<file path="src/rtl/sid_envelope.sv">
// sid_envelope: per-voice ADSR envelope generator with a pipelined VCA.
// Rate counter picks the step cadence; an env-dependent divider shapes decay/release exponentially.
module sid_envelope #(
  parameter int BASE_ADDR = 0
) (
  input  logic               clk,
  input  logic               iRstN,
  input  logic               clkEn,
  input  logic               iWE,
  input  logic [4:0]         iAddr,
  input  logic [7:0]         iData,
  input  logic [11:0]        iVoice,
  output logic [7:0]         oEnv,
  output logic signed [19:0] oOut
);
  typedef enum logic [1:0] {ATTACK, DECAY_SUSTAIN, RELEASE} envStateT;
  localparam logic [4:0] addrCtrl = 5'(BASE_ADDR + 4);
  localparam logic [4:0] addrAd   = 5'(BASE_ADDR + 5);
  localparam logic [4:0] addrSr   = 5'(BASE_ADDR + 6);
  localparam logic [14:0] rateTab [16] = '{15'd8, 15'd31, 15'd62, 15'd94, 15'd148, 15'd219,
    15'd266, 15'd312, 15'd391, 15'd976, 15'd1953, 15'd3125, 15'd3906, 15'd11719, 15'd19531, 15'd31250};
  envStateT state, stateNext;
  logic gate, gateD;
  logic [3:0] atk, dec, sus, rel, rateSel;
  logic [14:0] cnt, cntNext, rateP;
  logic [4:0] expCnt, expNext, period;
  logic [7:0] envNext, susLvl, floorLvl;
  logic rateStep, expHit;
  logic signed [19:0] voiceS, envS;
  assign rateSel  = state == ATTACK ? atk : state == DECAY_SUSTAIN ? dec : rel;
  assign rateP    = rateTab[rateSel];
  assign rateStep = clkEn && cnt == rateP;
  assign susLvl   = {sus, sus};
  assign floorLvl = state == DECAY_SUSTAIN ? susLvl : 8'd0;
  assign period   = oEnv >= 8'd94 ? 5'd1 : oEnv >= 8'd55 ? 5'd2 : oEnv >= 8'd27 ? 5'd4 :
                    oEnv >= 8'd15 ? 5'd8 : oEnv >= 8'd7 ? 5'd16 : oEnv >= 8'd1 ? 5'd30 : 5'd1;
  assign expHit   = ({1'b0, expCnt} + 6'd1) >= {1'b0, period};
  assign voiceS   = {{8{~iVoice[11]}}, ~iVoice[11], iVoice[10:0]};
  assign envS     = {12'd0, oEnv};
  // Gate edges override any rate step on the cycle they are seen.
  always_comb begin
    stateNext = state;
    envNext   = oEnv;
    expNext   = expCnt;
    cntNext   = !clkEn ? cnt : rateStep ? 15'd0 : cnt + 15'd1;
    if (gate && !gateD) begin
      stateNext = ATTACK;
      expNext   = 5'd0;
    end else if (!gate && gateD) begin
      stateNext = RELEASE;
    end else if (rateStep && state == ATTACK) begin
      envNext   = oEnv + 8'(oEnv != 8'hFF);
      stateNext = oEnv >= 8'hFE ? DECAY_SUSTAIN : ATTACK;
    end else if (rateStep) begin
      expNext = expHit ? 5'd0 : expCnt + 5'd1;
      envNext = expHit && oEnv > floorLvl ? oEnv - 8'd1 : oEnv;
    end
  end
  always_ff @(posedge clk or negedge iRstN) begin
    if (!iRstN) begin
      state  <= RELEASE;
      gate   <= 1'b0;
      gateD  <= 1'b0;
      atk    <= 4'd0;
      dec    <= 4'd0;
      sus    <= 4'd0;
      rel    <= 4'd0;
      cnt    <= 15'd0;
      expCnt <= 5'd0;
      oEnv   <= 8'd0;
      oOut   <= 20'sd0;
    end else begin
      if (iWE && iAddr == addrCtrl) gate <= iData[0];
      if (iWE && iAddr == addrAd) {atk, dec} <= iData;
      if (iWE && iAddr == addrSr) {sus, rel} <= iData;
      gateD  <= gate;
      state  <= stateNext;
      cnt    <= cntNext;
      expCnt <= expNext;
      oEnv   <= envNext;
      oOut   <= voiceS * envS;
    end
  end
endmodule
</file>
<file path="config.mk">
export PLATFORM = sky130hd
export DESIGN_NAME = sid_envelope
export DESIGN_NICKNAME = d
export VERILOG_FILES = /design/src/rtl/sid_envelope.sv
export SDC_FILE = /design/constraint.sdc
export NUM_CORES = 1
export LEC_CHECK = 0
export BUFFER_PORTS_ARGS = -buffer_cell sky130_fd_sc_hd__buf_2
export CAP_MARGIN = 15
export CORE_ASPECT_RATIO = 1.75
export CORE_MARGIN = 2
export CORE_UTILIZATION = 25
export CTS_CLUSTER_SIZE = 20
export DETAILED_ROUTE_END_ITERATION = 6
export GPL_TIMING_DRIVEN = 0
export SLEW_MARGIN = 20
export SYNTH_ARGS = -nofsm -noshare
export SYNTH_HDL_FRONTEND = slang
export SYNTH_SLANG_ARGS = --single-unit
</file>
<file path="constraint.sdc">
create_clock -name clk -period 8.7 [get_ports clk]
set_input_delay 2.175 -clock clk [delete_from_list [all_inputs] [get_ports clk]]
set_output_delay 2.175 -clock clk [all_outputs]
set_load 0.02 [all_outputs]
</file>
==> impl_results.md, run 1 <==
* Core Footprint at between 30000 and 40000 um2
* Clk_skew at 0.00528 ns
* Area after DPL at 8740 um2
* Final setup vio count at 0
* Pre-antenna DRT Iters at 4
* Initial antenna violation count at 0
* # IOs at 57
* Final Net Count at 1112
* Initial DRC Count at 235
* Remaining routing DRC violations at 0
* Post-CTS Setup Inserts at 0
* Sequential element share of the synthesized area at 0.214
* Worst Tran Pin Value at between 0.6 and 0.7 ns
* WHS Endpoint: gateD
* Achievable Freq at 151 MHz
* Area fraction of the dominant cell type after synthesis at 0.211
* Tcrit/Tclk final at 0.759
* Hold slack at 0.439 ns
* Worst r2r path cells at 19
* Clock Sinks at 68
* Max-Cap Viols at 0
* Post_cts resized at 0
* WL per Instance at 16.0 um
* Fin util at 0.288
* Minimum clock period at 6.61 ns
* Hold path startpoint: gate
* Dpl hpwl at 17400 um
* Crit Path Category: input pin to flop
* CP Capture Type: flop
* Dpl cells at 1324
* Syn Inst Count at 872
* Via Count at 6373
* DIE HEIGHT at 240 um
* Main synth FF type: dfrtp_1
* Worst Path Required at 8.93 ns
* Largest net degree at the start of global routing at 52
* Worst vdd ir at roughly 0.1 mV
* PwrDens at 140 nW/um2
* Routability-driven placement congestion ratio at 0.909
* TritonCTS clock tree: done
* Clock transition at path regs at 0.06 ns
* Hold Path Class: flop to flop
* Die area at 33300 um2
* Crit start category: input pin
* Total Power at 1.27 mW
* Maximum buffer depth of the clock tree at 2
* Synth area leaders: dfrtp_1 21%, fa_1 19%, ha_1 11%
* P&R area growth vs syn at 14.0%
* Clk_lat worst skew at 0.36 ns
* Worst Path Max Fanout at 8
* Pre-CTS setup slack at about 1.6 ns
* Hold depth at 0
* R2R Setup Slk at between 2 and 3 ns
* Post-Route WL at 21400 um
* Initial Utilization at 0.253
* # hold bufs at CTS at 0
* Synth area leader: dfrtp_1
* Fin. Hold Viols at 0
* Core Rows at 86
* Post-synth EDFFs at 0
* Setup tns final at 0 ns
* H-tree levels at 3
* Mean Syn Cell Area at a little over 9 um2
* Arr. time, crit path at 6.84 ns
* Finished layout cell area at between 9000 and 10000 um2
* Root buf cell: clkbuf_16
* Status: complete, no violations
* Detailed-route vias per instance at between 4 and 5
* Total CTS buffers at 9
* Fin. max-slew vios at 0
* Total GRT Usage at 0.135
* Synth Net Count at 1045
* Unrepaired setup endpoints after global routing: false
* Antenna cells at 0
* Synthesized flop and latch total at 68
* CP startpoint: iVoice[5]
* PortBufs at between 50 and 60
* Synthesized cell area at 7940 um2
* Ys async rst share at 1.00
* Number of global-route vias before repair at between 6k and 7k
* Leakage at 4.44 nW
* Global-route wire length before repair at 35100 um
* Gr ovfl total at 0
* Antenna violation net count after detailed routing at 0
* Slew headroom at 0.564
* Crit Reg-Reg Endpoint: oOut[19]
* Reg2Reg Launch Point: oEnv[2]
* Setup ws final at roughly 2.1 ns
* Die X at 139 um
* Fin cells at 1340
* Fillers at 3431
* Cell variety after synth at 72
* Layout cells sized above 1 at 0.129
* Ys Warns at 0
[cell usage after synthesis, types with 9 or more instances]
library cell	instances
and2_1	50
nor2b_1	9
o21ai_0	24
mux2_2	21
fa_1	76
inv_1	141
nand3_1	18
ha_1	68
nand4_1	15
xor2_1	14
clkbuf_1	23
nand2_1	76
nor2_1	40
a21oi_1	20
o211ai_1	10
xnor2_1	32
nor3_1	18
nand2b_1	15
dfrtp_1	67
[final cells by class]
type	count	area [um2]	area share
Multi-Input combinational cell	630	5550	0.613
Sequential cell	68	1700	0.188
Inverter	141	529	0.0585
Tap cell	396	495	0.0548
Timing Repair Buffer	56	305	0.0337
Clock buffer	9	225	0.0249
Buffer	33	160	0.0177
Clock inverter	7	82.6	0.00913
[cells in the final DEF (no fill, tap or decap), drive strengths merged, types with 3 or more instances in the layout]
| cell type | n |
|---|---|
| a31oi | 6 |
| ha | 68 |
| o21a | 4 |
| nand2 | 76 |
| nand2b | 15 |
| a21boi | 4 |
| or3 | 6 |
| a21oi | 20 |
| xor2 | 14 |
| nand4 | 15 |
| a2111oi | 4 |
| and2 | 50 |
| mux2 | 22 |
| buf | 66 |
| o211ai | 10 |
| inv | 145 |
| and3 | 7 |
| xnor2 | 32 |
| nor3 | 20 |
| and4 | 3 |
| nor4 | 4 |
| nand3 | 18 |
| nand3b | 4 |
| o21ai | 28 |
| o211a | 3 |
| nor2b | 9 |
| mux2i | 10 |
| a21o | 8 |
| o31ai | 6 |
| o2111ai | 3 |
| nor2 | 40 |
| dfrtp | 67 |
| clkbuf | 32 |
| o22ai | 6 |
| a211oi | 7 |
| a211o | 4 |
| fa | 76 |
| nor3b | 3 |
[cell families (layout without fill, tap and decap cells)]
family / Yosys count / after routing / share of synthesized area
AND/OR/NAND/NOR: 276 / 276 / 0.182
buffers and inverters: 174 / 246 / 0.0868
adder cells (fa/ha/maj): 144 / 144 / 0.299
AO/OA/AOI/OAI: 132 / 132 / 0.121
flip-flops: 68 / 68 / 0.214
XOR/XNOR: 46 / 46 / 0.0507
multiplexers: 32 / 32 / 0.0463
[where the power goes]
| part | leakage (nW) | internal [mW] | total [mW] | switching (mW) |
|---|---|---|---|---|
| logic | 3.44 | 0.188 | 0.478 | 0.289 |
| clock network | 0.145 | 0.227 | 0.399 | 0.171 |
| registers | 0.855 | 0.352 | 0.395 | 0.0427 |
[routing by layer]
layer	wire (um)	track usage	vias to the layer above
li1	-	-	3025
met1	7960	0.137	3200
met2	12100	0.263	104
met3	557	0.0200	44
met4	774	0.0695	0
met5	0	0	-
[worst max-delay path, stage by stage]
cell and delay (ns):
buf_2 0.19, nand2_1 0.10, fa_1 0.56, inv_1 0.05, fa_1 0.49, inv_1 0.05, fa_1 0.48, fa_1 0.55
inv_1 0.04, ha_1 0.32, inv_1 0.06, o21a_1 0.21, o31ai_1 0.59, nor4_1 0.10, nor3_1 0.36, and4_1 0.27
o31ai_1 0.11, xnor2_1 0.14
[sequential cells by signal (all words and copies together), names as in the netlist]
| signal | cells |
|---|---|
| sus | 4 |
| gateD | 1 |
| dec | 4 |
| gate | 1 |
| oOut | 20 |
| state | 2 |
| atk | 4 |
| rel | 4 |
| expCnt | 5 |
| cnt | 15 |
| oEnv | 8 |
[how the worst max path moves through the flow]
stage               endpoint  slack, ns
floorplan           oOut[19]       2.54
global placement    oOut[19]       1.67
detailed placement  oOut[19]       1.65
CTS                 oOut[19]       2.03
global route        oOut[19]       1.73
finish              oOut[19]       2.09
(Power assumes the default switching activity.)
==> run 2, diff against run 1 <==
==> constraint.sdc (replaced) <==
create_clock -name clk -period 6.3 [get_ports clk]
set_input_delay 1.575 -clock clk [delete_from_list [all_inputs] [get_ports clk]]
set_output_delay 1.575 -clock clk [all_outputs]
set_load 0.02 [all_outputs]
==> run 2 against run 1 <==
Effect of this change: die area is the same; final cell count is the same; wire length grew 0.14%; combinational power grew 38%; sequential power grew 38%; register-to-register slack lost 2.1 ns; clock-buffer cell count is the same; hold slack is essentially flat; sequential cell count is the same; critical path depth is the same; critical path type unchanged; highest routed layer unchanged.
==> impl_results.md, run 2 (synthesized netlist as in run 1, its figures left out) <==
* Remaining routing DRC violations at 0 (unchanged)
* Slew headroom at 0.628 (+0.0634)
* Global-route wire length before repair at 35100 um (unchanged)
* Tcrit/Tclk final at 0.932
* Initial DRC Count at 235 (unchanged)
* Max-Cap Viols at 0 (unchanged)
* DRT met1 WL at 7960 um (about the same)
* Clk_skew at 0.00534 ns (+0.0000589 ns)
* Unrepaired setup endpoints after global routing: false
* Fin util at 0.288 (about the same)
* Clock Sinks at 68 (unchanged)
* Achievable Freq at 170 MHz
* # IOs at 57 (unchanged)
* Crit start category: input pin
* DIE HEIGHT at 240 um (unchanged)
* Number of global-route vias before repair at 6882 (unchanged)
* Final Net Count at 1112 (unchanged)
* Final setup vio count at 0 (unchanged)
* Met3 wire length at 555 um (-0.36%)
* Largest register by flop count: oOut
* Largest register FFs at 20 (unchanged)
* Die area at 33300 um2 (unchanged)
* Crit Path Category: input pin to flop
* Post-Route WL at 21500 um (+0.14%)
* TritonCTS clock tree: done
* Worst Tran Pin Value at 0.558 ns (-0.0896 ns)
* Dpl hpwl at 17400 um (unchanged)
* Die X at 139 um (unchanged)
* Pre-antenna DRT Iters at 4 (unchanged)
* Total Power at 1.76 mW (+38%)
* Total CTS buffers at 9 (unchanged)
* Total GRT Usage at 0.135 (unchanged)
* Antenna violation net count after detailed routing at 0 (unchanged)
* Fin. max-slew vios at 0 (unchanged)
* WL per Instance at 16.0 um (+0.14%)
* P&R area growth vs syn at 14.0% (about the same)
* Gr ovfl total at 0 (unchanged)
* Worst Path Max Fanout at 8 (unchanged)
* Clock transition at path regs at 0.06 ns (about the same)
* DR top layer: met4
* Initial Utilization at 0.253 (unchanged)
* PwrDens at 194 nW/um2 (+38%)
* Largest net degree at the start of global routing at 52 (unchanged)
* Minimum clock period at a little under 6 ns
* PortBufs at 55 (unchanged)
* Status: complete, no violations
* Arr. time, crit path at 6.10 ns (-0.74 ns)
* CP Capture Type: flop
* Most common cell after layout, fill and taps aside: inv_1
* Most frequent cells in the layout: 141 x inv_1, 76 x nand2_1, 76 x fa_1, 68 x ha_1, 67 x dfrtp_1
* Clk_lat worst skew at 0.36 ns (about the same)
* Routability-driven placement congestion ratio at 0.909 (unchanged)
* Root buf cell: clkbuf_16
* Hold Path Class: flop to flop
* Detailed-route vias per instance at 4.75 (-0.13%)
* Antenna cells at 0 (unchanged)
* Met2 wire len at 12200 um (+0.26%)
* Worst vdd ir at 0.138 mV (+38%)
* Fin. Hold Viols at 0 (unchanged)
* Leakage at 4.45 nW (+0.12%)
* Largest registers: oOut x20, cnt x15, oEnv x8
* Worst Path Required at 6.53 ns (-2.40 ns)
* H-tree levels at 3 (unchanged)
* Core Footprint at 31400 um2 (unchanged)
* Maximum buffer depth of the clock tree at 2 (unchanged)
* R2R Setup Slk at 0.44 ns (-2.08 ns)
* Via Count at 6365 (-0.13%)
* Layout cells sized above 1 at 0.131 (+0.00212)
* Core Rows at 86 (unchanged)
* Initial antenna violation count at 0 (unchanged)
==> run 2: cell count changes in the layout (fill, tap and decap cells not counted) <==
cell / previous run / this run
o31ai_1: 5 / 4
o31ai_2: 1 / 2
clkbuf_2: 0 / 1
clkbuf_1: 23 / 22
==> run 2: through the flow <==
| step | TNS (ns) | setup WS, ns | hold WS, ns | instance area (um2) | cells |
|---|---|---|---|---|---|
| after CTS | 0 | 0.0165 | 0.446 | 9050 | 1340 |
| final | 0 | 0.431 | 0.439 | 9050 | 1340 |
| after floorplan | 0 | 0.745 | 0.396 | 7940 | 872 |
| after detailed placement | -0.214 | -0.151 | 0.423 | 8740 | 1324 |
| after global placement | -0.190 | -0.128 | 0.421 | 8710 | 1323 |
| after global routing | 0 | 0.0560 | 0.463 | 9050 | 1340 |
==> run 2: final cells by class <==
class | count | area [um2]
multi-input cells | 630 | 5550
repair buffers | 56 | 305
inverters | 141 | 529
flip-flops and latches | 68 | 1700
fillers | 3432 | 22400
clock inverters | 7 | 82.6
clock buffers | 9 | 225
plain buffers | 33 | 161
well taps | 396 | 495
==> run 2: timing repair <==
item / 4_1_cts / 5_1_grt
resized for setup: 0 / 3
buffers inserted: 0 / 0
endpoints found under the setup margin: 0 / 4
hold buffers: 0 / 0
==> run 2: layer usage <==
layer  global-route usage  up-vias
li1                     -     3025
met4               0.0695        0
met3               0.0200       44
met2                0.263      100
met5                    0        -
met1                0.137     3196
==> run 2: critical path, cell delays in order <==
cell,delay [ns]
buf_2,0.14
nand2b_1,0.24
fa_1,0.58
inv_1,0.05
fa_1,0.46
fa_1,0.50
inv_1,0.06
fa_1,0.53
inv_1,0.04
ha_1,0.39
and3_1,0.18
a21oi_1,0.16
o31ai_2,0.15
nor4_1,0.20
nor3_1,0.14
and4_1,0.23
o31ai_1,0.33
xnor2_1,0.12
==> run 2: final timing paths <==
path                       startpoint       end  depth (start not counted)
hold reg to reg                  gate     gateD                          0
min in group asynchronous       iRstN  oOut[19]                          1
setup reg to reg              oEnv[2]  oOut[19]                         19
max in group asynchronous       iRstN  state[1]                          2
hold / removal                   gate     gateD                          0
setup / recovery           iVoice[11]  oOut[19]                         18
==> run 2: power breakdown <==
| group | switching, mW | leakage (nW) | total (mW) | internal (mW) |
|---|---|---|---|---|
| sequential | 0.0590 | 0.855 | 0.545 | 0.486 |
| combinational | 0.400 | 3.45 | 0.660 | 0.260 |
| clock | 0.237 | 0.145 | 0.551 | 0.314 |
| total | 0.695 | 4.45 | 1.76 | 1.06 |
